**src/rtl/gerador_tom_pkg.sv**
```systemverilog
// Shared definitions for the note generator: note codes, pitch table, FSM states
// and the half-period helper evaluated at elaboration.
package gerador_tom_pkg;

  localparam logic [2:0] NOTA_SILENCIO = 3'd0;
  localparam logic [2:0] NOTA_DO       = 3'd1;
  localparam logic [2:0] NOTA_RE       = 3'd2;
  localparam logic [2:0] NOTA_MI       = 3'd3;
  localparam logic [2:0] NOTA_FA       = 3'd4;
  localparam logic [2:0] NOTA_SOL      = 3'd5;
  localparam logic [2:0] NOTA_LA       = 3'd6;
  localparam logic [2:0] NOTA_SI       = 3'd7;

  // Note frequencies in centi-Hz, C4 through B4.
  localparam int unsigned F_CENTI [7] = '{26163, 29366, 32963, 34923, 39200, 44000, 49388};

  typedef enum logic [1:0] {
    SILENCIO = 2'd0,
    TOCANDO  = 2'd1,
    ARTIC    = 2'd2
  } estado_t;

  // Half-period in clock cycles: floor(clk_hz * 50 / f_centi).
  function automatic int unsigned half_period(input longint unsigned clk_hz,
                                              input logic [2:0] code);
    longint unsigned f;
    longint unsigned q;
    if (code == NOTA_SILENCIO) begin
      return 0;
    end
    f = longint'(F_CENTI[int'(code) - 1]);
    q = (clk_hz * 64'd50) / f;
    return int'(q[31:0]);
  endfunction

endpackage

```
**src/rtl/gerador_tom_filtro.sv**
```systemverilog
// Glitch filter: registers the request, then accepts it only after it has been
// held unchanged for STABLE_CYCLES consecutive cycles.
module filtro_estavel
  #(
    parameter int unsigned N             = 3,
    parameter int unsigned STABLE_CYCLES = 4
  ) (
    input  logic         clock,
    input  logic         reset,
    input  logic [N-1:0] entrada,
    output logic [N-1:0] aceito
  );

  localparam int unsigned CW = $clog2(STABLE_CYCLES + 1);
  localparam logic [CW-1:0] CNT_MAX = CW'(STABLE_CYCLES - 1);

  logic [N-1:0]  entrada_q;
  logic [N-1:0]  cand_q, cand_d;
  logic [N-1:0]  aceito_q, aceito_d;
  logic [CW-1:0] cnt_q, cnt_d;

  always_comb begin
    cand_d   = cand_q;
    cnt_d    = cnt_q;
    aceito_d = aceito_q;
    if (entrada_q != cand_q) begin
      cand_d = entrada_q;
      cnt_d  = '0;
    end else if (cnt_q != CNT_MAX) begin
      cnt_d = cnt_q + 1'b1;
    end
    // Accept on the same edge the counter reaches its final value.
    if ((cnt_d == CNT_MAX) && (cand_d != aceito_q)) begin
      aceito_d = cand_d;
    end
  end

  always_ff @(posedge clock or negedge reset) begin
    if (!reset) begin
      entrada_q <= '0;
      cand_q    <= '0;
      cnt_q     <= '0;
      aceito_q  <= '0;
    end else begin
      entrada_q <= entrada;
      cand_q    <= cand_d;
      cnt_q     <= cnt_d;
      aceito_q  <= aceito_d;
    end
  end

  assign aceito = aceito_q;

endmodule

```
**src/rtl/gerador_tom.sv**
```systemverilog
// Buzzer tone generator: filters the note request, then plays a square wave with
// a silent articulation gap between consecutive distinct notes.
module gerador_tom
  import gerador_tom_pkg::*;
  #(
    parameter int unsigned CLK_HZ        = 50000000,
    parameter int unsigned DIV_W         = 17,
    parameter int unsigned STABLE_CYCLES = 4,
    parameter int unsigned GAP_CYCLES    = 1000
  ) (
    input  logic       clock,
    input  logic       reset,
    input  logic       enable,
    input  logic [2:0] nota,
    output logic       buzzer,
    output logic       tocando,
    output logic [2:0] nota_atual,
    output logic       troca
  );

  localparam int unsigned GAP_W = $clog2(GAP_CYCLES + 1);
  localparam logic [GAP_W-1:0] GAP_M1 = GAP_W'(GAP_CYCLES - 1);

  localparam logic [DIV_W-1:0] HM1_DO  = DIV_W'(half_period(CLK_HZ, NOTA_DO) - 1);
  localparam logic [DIV_W-1:0] HM1_RE  = DIV_W'(half_period(CLK_HZ, NOTA_RE) - 1);
  localparam logic [DIV_W-1:0] HM1_MI  = DIV_W'(half_period(CLK_HZ, NOTA_MI) - 1);
  localparam logic [DIV_W-1:0] HM1_FA  = DIV_W'(half_period(CLK_HZ, NOTA_FA) - 1);
  localparam logic [DIV_W-1:0] HM1_SOL = DIV_W'(half_period(CLK_HZ, NOTA_SOL) - 1);
  localparam logic [DIV_W-1:0] HM1_LA  = DIV_W'(half_period(CLK_HZ, NOTA_LA) - 1);
  localparam logic [DIV_W-1:0] HM1_SI  = DIV_W'(half_period(CLK_HZ, NOTA_SI) - 1);

  function automatic logic [DIV_W-1:0] half_m1(input logic [2:0] code);
    case (code)
      NOTA_DO:  return HM1_DO;
      NOTA_RE:  return HM1_RE;
      NOTA_MI:  return HM1_MI;
      NOTA_FA:  return HM1_FA;
      NOTA_SOL: return HM1_SOL;
      NOTA_LA:  return HM1_LA;
      NOTA_SI:  return HM1_SI;
      default:  return '0;
    endcase
  endfunction

  logic [2:0]       req;
  logic [2:0]       a;
  estado_t          state_q, state_d;
  logic [2:0]       cur_q, cur_d;
  logic [DIV_W-1:0] div_q, div_d;
  logic [GAP_W-1:0] gap_q, gap_d;
  logic             buzzer_q, buzzer_d;
  logic             troca_q, troca_d;

  assign req = enable ? nota : NOTA_SILENCIO;

  filtro_estavel #(
    .N             (3),
    .STABLE_CYCLES (STABLE_CYCLES)
  ) u_filtro (
    .clock   (clock),
    .reset   (reset),
    .entrada (req),
    .aceito  (a)
  );

  always_ff @(posedge clock or negedge reset) begin
    if (!reset) begin
      state_q  <= SILENCIO;
      cur_q    <= NOTA_SILENCIO;
      div_q    <= '0;
      gap_q    <= '0;
      buzzer_q <= 1'b0;
      troca_q  <= 1'b0;
    end else begin
      state_q  <= state_d;
      cur_q    <= cur_d;
      div_q    <= div_d;
      gap_q    <= gap_d;
      buzzer_q <= buzzer_d;
      troca_q  <= troca_d;
    end
  end

  always_comb begin
    state_d = state_q;
    unique case (state_q)
      SILENCIO: begin
        if (a != NOTA_SILENCIO) state_d = TOCANDO;
      end
      TOCANDO: begin
        if (a == NOTA_SILENCIO) begin
          state_d = SILENCIO;
        end else if (a != cur_q) begin
          state_d = ARTIC;
        end
      end
      ARTIC: begin
        if (gap_q == '0) state_d = (a != NOTA_SILENCIO) ? TOCANDO : SILENCIO;
      end
      default: state_d = SILENCIO;
    endcase
  end

  always_comb begin
    cur_d    = cur_q;
    div_d    = div_q;
    gap_d    = gap_q;
    buzzer_d = buzzer_q;
    troca_d  = 1'b0;
    unique case (state_q)
      SILENCIO: begin
        buzzer_d = 1'b0;
        if (a != NOTA_SILENCIO) begin
          cur_d    = a;
          buzzer_d = 1'b1;
          div_d    = half_m1(a);
          troca_d  = 1'b1;
        end
      end
      TOCANDO: begin
        if (a == NOTA_SILENCIO) begin
          buzzer_d = 1'b0;
        end else if (a != cur_q) begin
          buzzer_d = 1'b0;
          gap_d    = GAP_M1;
        end else if (div_q == '0) begin
          buzzer_d = ~buzzer_q;
          div_d    = half_m1(cur_q);
        end else begin
          div_d = div_q - 1'b1;
        end
      end
      ARTIC: begin
        buzzer_d = 1'b0;
        if (gap_q == '0) begin
          // Gap over: start whatever is requested now, not the note that caused the gap.
          if (a != NOTA_SILENCIO) begin
            cur_d    = a;
            buzzer_d = 1'b1;
            div_d    = half_m1(a);
            troca_d  = 1'b1;
          end
        end else begin
          gap_d = gap_q - 1'b1;
        end
      end
      default: begin
        buzzer_d = 1'b0;
      end
    endcase
  end

  always_comb begin
    tocando    = (state_q == TOCANDO);
    buzzer     = buzzer_q;
    troca      = troca_q;
    nota_atual = a;
  end

endmodule

```
**config.mk**
```make
export PLATFORM = sky130hd
export DESIGN_NAME = gerador_tom
export DESIGN_NICKNAME = d
export VERILOG_FILES = /design/src/rtl/gerador_tom_pkg.sv /design/src/rtl/gerador_tom_filtro.sv /design/src/rtl/gerador_tom.sv
export SDC_FILE = /design/constraint.sdc
export NUM_CORES = 1
export LEC_CHECK = 0
export CAP_MARGIN = 20
export CORE_UTILIZATION = 61
export DETAILED_ROUTE_END_ITERATION = 16
export PLACE_DENSITY = 0.8
export SLEW_MARGIN = 20
export SYNTH_ARGS = -nofsm -noshare
export SYNTH_HDL_FRONTEND = slang
export SYNTH_HIERARCHICAL = 1
export SYNTH_SLANG_ARGS = --single-unit
export TNS_END_PERCENT = 100
```
**constraint.sdc**
```tcl
create_clock -name clock -period 2.45 [get_ports clock]
set_input_delay 0.735 -clock clock [delete_from_list [all_inputs] [get_ports clock]]
set_output_delay 0.735 -clock clock [all_outputs]
set_load 0.005 [all_outputs]
```
==> out/metrics.cfg <==
[worst_hold_path]
hold_path_class=flop to flop

[worst_setup_path]
crit_cells=8
critPathBufInv=1
crit_path_end_kind=flop
slowest_delay_ps=570
rrSetupSlack_ps=130
critPathLaunchType=flop
path_class=flop to flop
r2r_start=div_q[0]$_DFFE_PN0P_
required_ps=2680
cp_max_fo=5
rr_worst_depth=8
worstPathCellList=inv_1 > ha_1 > or4b_1 > or3_1 > nor3_2 > xor2_1 > o21ai_1 > a31oi_1
cp_top_family=simple AND/OR/NAND/NOR gates
critPathSlowestCell=or4b_1
crit_path_end=div_q[12]$_DFFE_PN0P_
r2r_end=div_q[12]$_DFFE_PN0P_
worstPathArrival_ps=2540
crit_start=div_q[0]$_DFFE_PN0P_

[synthesis]
synthXorXnorAreaFrac=0.05720
syn_area_per_cell_um2=8.658
synthCells=336
synth-async-reset-ratio=1.000
syn-cell-area_mm2=0.002909
ys_warn_count=6
synthMuxAreaShare=0.02667
ys_ff_latch=46
ys.flop_type=dfrtp_1
synth_simple_gate_area_share=0.2318
synth_compound_area_frac=0.2116
ys_seq_area_frac=0.3957
synthAdderAreaFrac=0.02151
synthesis.nets=347
synth_edf_count=0
synth_top_family_by_area=simple AND/OR/NAND/NOR gates
ys_types=57

[global_routing]
first_global_vias=2417
busiest_layer=met2
use_met1=0.3909
grt_start_max_net_pins=47
grt_pass1_wl_um=11430
grt_usage=0.2883
globalRouteMet2Util=0.4615
antenna_found_initial=0
grt_util_met3=0.05413
grt-ovfl-total=0

[routing]
routed_via_density=6.368
wl_per_cell_um=16.51
drcViolationCount=0
routed-via-count=2541
routed_wl_um=6586
ant_nets=0
first_iter_violations=259
first_pass_iters=4

[final_layout]
area_growth_pct=9.936
diodes=0
layout.nets=357
final_area_mm2=0.003198
final_layout_size_suffix_gt1_frac=0.1182

[die]
start_util=0.6502
core_area_mm2=0.004474
pin_count=12
die_x_um=71.06
dieArea_mm2=0.005049
die_h_um=71.06
std_cell_rows=24

[sta]
fin_crit_sh=0.9458
fin_skew_ps=5.375
setup_viol_count_final=0
layout_min_cycle_time_ps=2317
drv_slew=0
fmax_mhz=431.6
whs_ps=420.6
final.setup.tns_ps=0
relSlewSlack=0.6043
hold_violations=0
rsz0062_at_grt=no
tightest_slew_ps=593.6

[placement]
hpwl_um=4437
globalplace.congestion=0.8596
dpl_cell_area_mm2=0.003077
portBuffers=11

[power]
p_leak_nw=1.322
switchingPower_mw=1.900
swShare=0.4544
internal-power_mw=2.281
p_seq_frac=0.343
peakVddDrop_mv=0.7302
pwr-share-comb=0.521
power_frac_clock=0.136
cellPowerDensity_mw_per_mm2=1307

[clock_tree]
cts-htree-levels=2
holdBufCountCts=0
clock_latency_ps=300
cts.path.max_buffers=2
path_clk_slew_ps=90
cts_tree=yes
cts_sinks=46
clockRootBuffer=clkbuf_8
numCtsBuffers=5

[job]
drv_cap=0

[run_status]
outcome=finished clean

==> final cells by class <==
| class | count | area (um^2) |
|---|---|---|
| multi-input combinational | 254 | 1602 |
| sequential | 46 | 1151 |
| clock inverter | 3 | 40.04 |
| inverter | 12 | 46.29 |
| tap | 52 | 65.06 |
| timing repair buffer | 27 | 225.2 |
| clock buffer | 5 | 68.82 |
| fill | 349 | 1276 |
==> state kept, by name, indices dropped and copies added (netlist names) <==
name                cells
u_filtro/cand_q         3
state_q                 2
troca                   1
u_filtro/entrada_q      3
u_filtro/aceito         3
div_q                  17
gap_q                  10
buzzer                  1
cur_q                   3
u_filtro/cnt_q          3
==> cell usage after synthesis (all sizes together) (2+ instances only) <==
| master | instances | area (um^2) |
|---|---|---|
| nor2b | 7 | 51.30 |
| a21oi | 28 | 140.1 |
| nand2 | 30 | 112.6 |
| a31oi | 11 | 68.82 |
| ha | 5 | 62.56 |
| mux2 | 6 | 67.56 |
| inv | 11 | 41.29 |
| clkbuf | 15 | 56.30 |
| buf | 9 | 58.80 |
| o41ai | 3 | 26.28 |
| or3 | 7 | 48.80 |
| and2 | 3 | 18.77 |
| o21ai | 28 | 140.1 |
| nand3 | 8 | 45.04 |
| nor4b | 2 | 30.03 |
| a211o | 3 | 26.28 |
| o32a | 2 | 20.02 |
| a211oi | 5 | 37.54 |
| nand2b | 7 | 43.79 |
| dfrtp | 46 | 1151 |
| nor3 | 18 | 100.1 |
| nor2 | 31 | 116.4 |
| a21o | 2 | 15.01 |
| xor2 | 9 | 78.83 |
| o211ai | 3 | 22.52 |
| nor3b | 2 | 15.01 |
| xnor2 | 10 | 87.58 |
| nor4 | 4 | 46.29 |
| o31ai | 5 | 51.30 |
==> layer usage <==
metal | routed length (um) | vias to the layer above
met4 | 153 | 0
met2 | 3125 | 78
li1 | - | 1221
met1 | 2951 | 1224
met3 | 355 | 18
met5 | 0 | -
==> power groups by stage <==
stage	registers [mW]	clock network, mW	logic [mW]
after detailed placement	1.43	0	2.12
final	1.44	0.568	2.18
after CTS	1.42	0.569	2.15
after global placement	1.42	0	2.10
after floorplan	1.31	0	1.63
after global routing	1.48	0.598	2.43
==> timing repair <==
| action | 4_1_cts | 5_1_grt |
|---|---|---|
| buffers inserted | 0 | 1 |
| endpoints found under the setup margin | 0 | 2 |
| resized for setup | 0 | 1 |
==> how the worst min path moves through the flow <==
stage	start	end	slack [ps]	cells past startpoint
floorplan	reset	buzzer$_DFFE_PN0P_	440	0
global placement	u_filtro/entrada_q[1]$_DFF_PN0_	u_filtro/cand_q[1]$_DFF_PN0_	400	0
detailed placement	u_filtro/entrada_q[1]$_DFF_PN0_	u_filtro/cand_q[1]$_DFF_PN0_	400	0
CTS	u_filtro/entrada_q[1]$_DFF_PN0_	u_filtro/cand_q[1]$_DFF_PN0_	420	0
global route	u_filtro/entrada_q[1]$_DFF_PN0_	u_filtro/cand_q[1]$_DFF_PN0_	430	0
finish	u_filtro/entrada_q[1]$_DFF_PN0_	u_filtro/cand_q[1]$_DFF_PN0_	420	0
==> stage by stage <==
step                      setup slack, ps  std cells  utilization  power [mW]
after detailed placement            151.1        390       0.6876       3.552
final                               132.8        399       0.7148       4.181
after floorplan                     329.0        336            -       2.949
after global routing                2.158        399       0.7148       4.511
after global placement              166.3        390       0.6876       3.522
after CTS                           89.36        398       0.7120       4.142
==> cells in the final DEF (no fill, tap or decap), types with 2 or more instances in the layout <==
cell type and count:
dfrtp_1 46, nor2_1 31, nand2_1 30, a21oi_1 28, o21ai_0 19, buf_4 16, nor3_1 15, inv_1 11
a31oi_1 11, xnor2_1 10, clkdlybuf4s50_1 10, o21ai_1 9, xor2_1 9, nand2b_1 7, nand3_1 7, or3_1 6
nor2b_1 6, a211oi_1 5, ha_1 5, clkbuf_8 5, o31ai_1 4, and2_1 3, clkinv_2 3, a211o_1 3
o41ai_1 3, o211ai_1 3, mux2_2 3, nor3_2 3, mux2_1 3, nor4b_2 2, a21o_1 2, o32a_1 2
nor4_1 2, nor3b_1 2
==> cell families (layout without fill, tap and decap cells) <==
kind of cell	count (synthesis)	count (layout)
buffers and inverters	36	47
adders and majority gates	5	5
muxes	7	7
DFF	46	46
AOI/OAI and AO/OA	98	98
and+or+nand+nor	125	125
xor gates and xnor gates	19	19
Power figures use the tool's default switching activity.
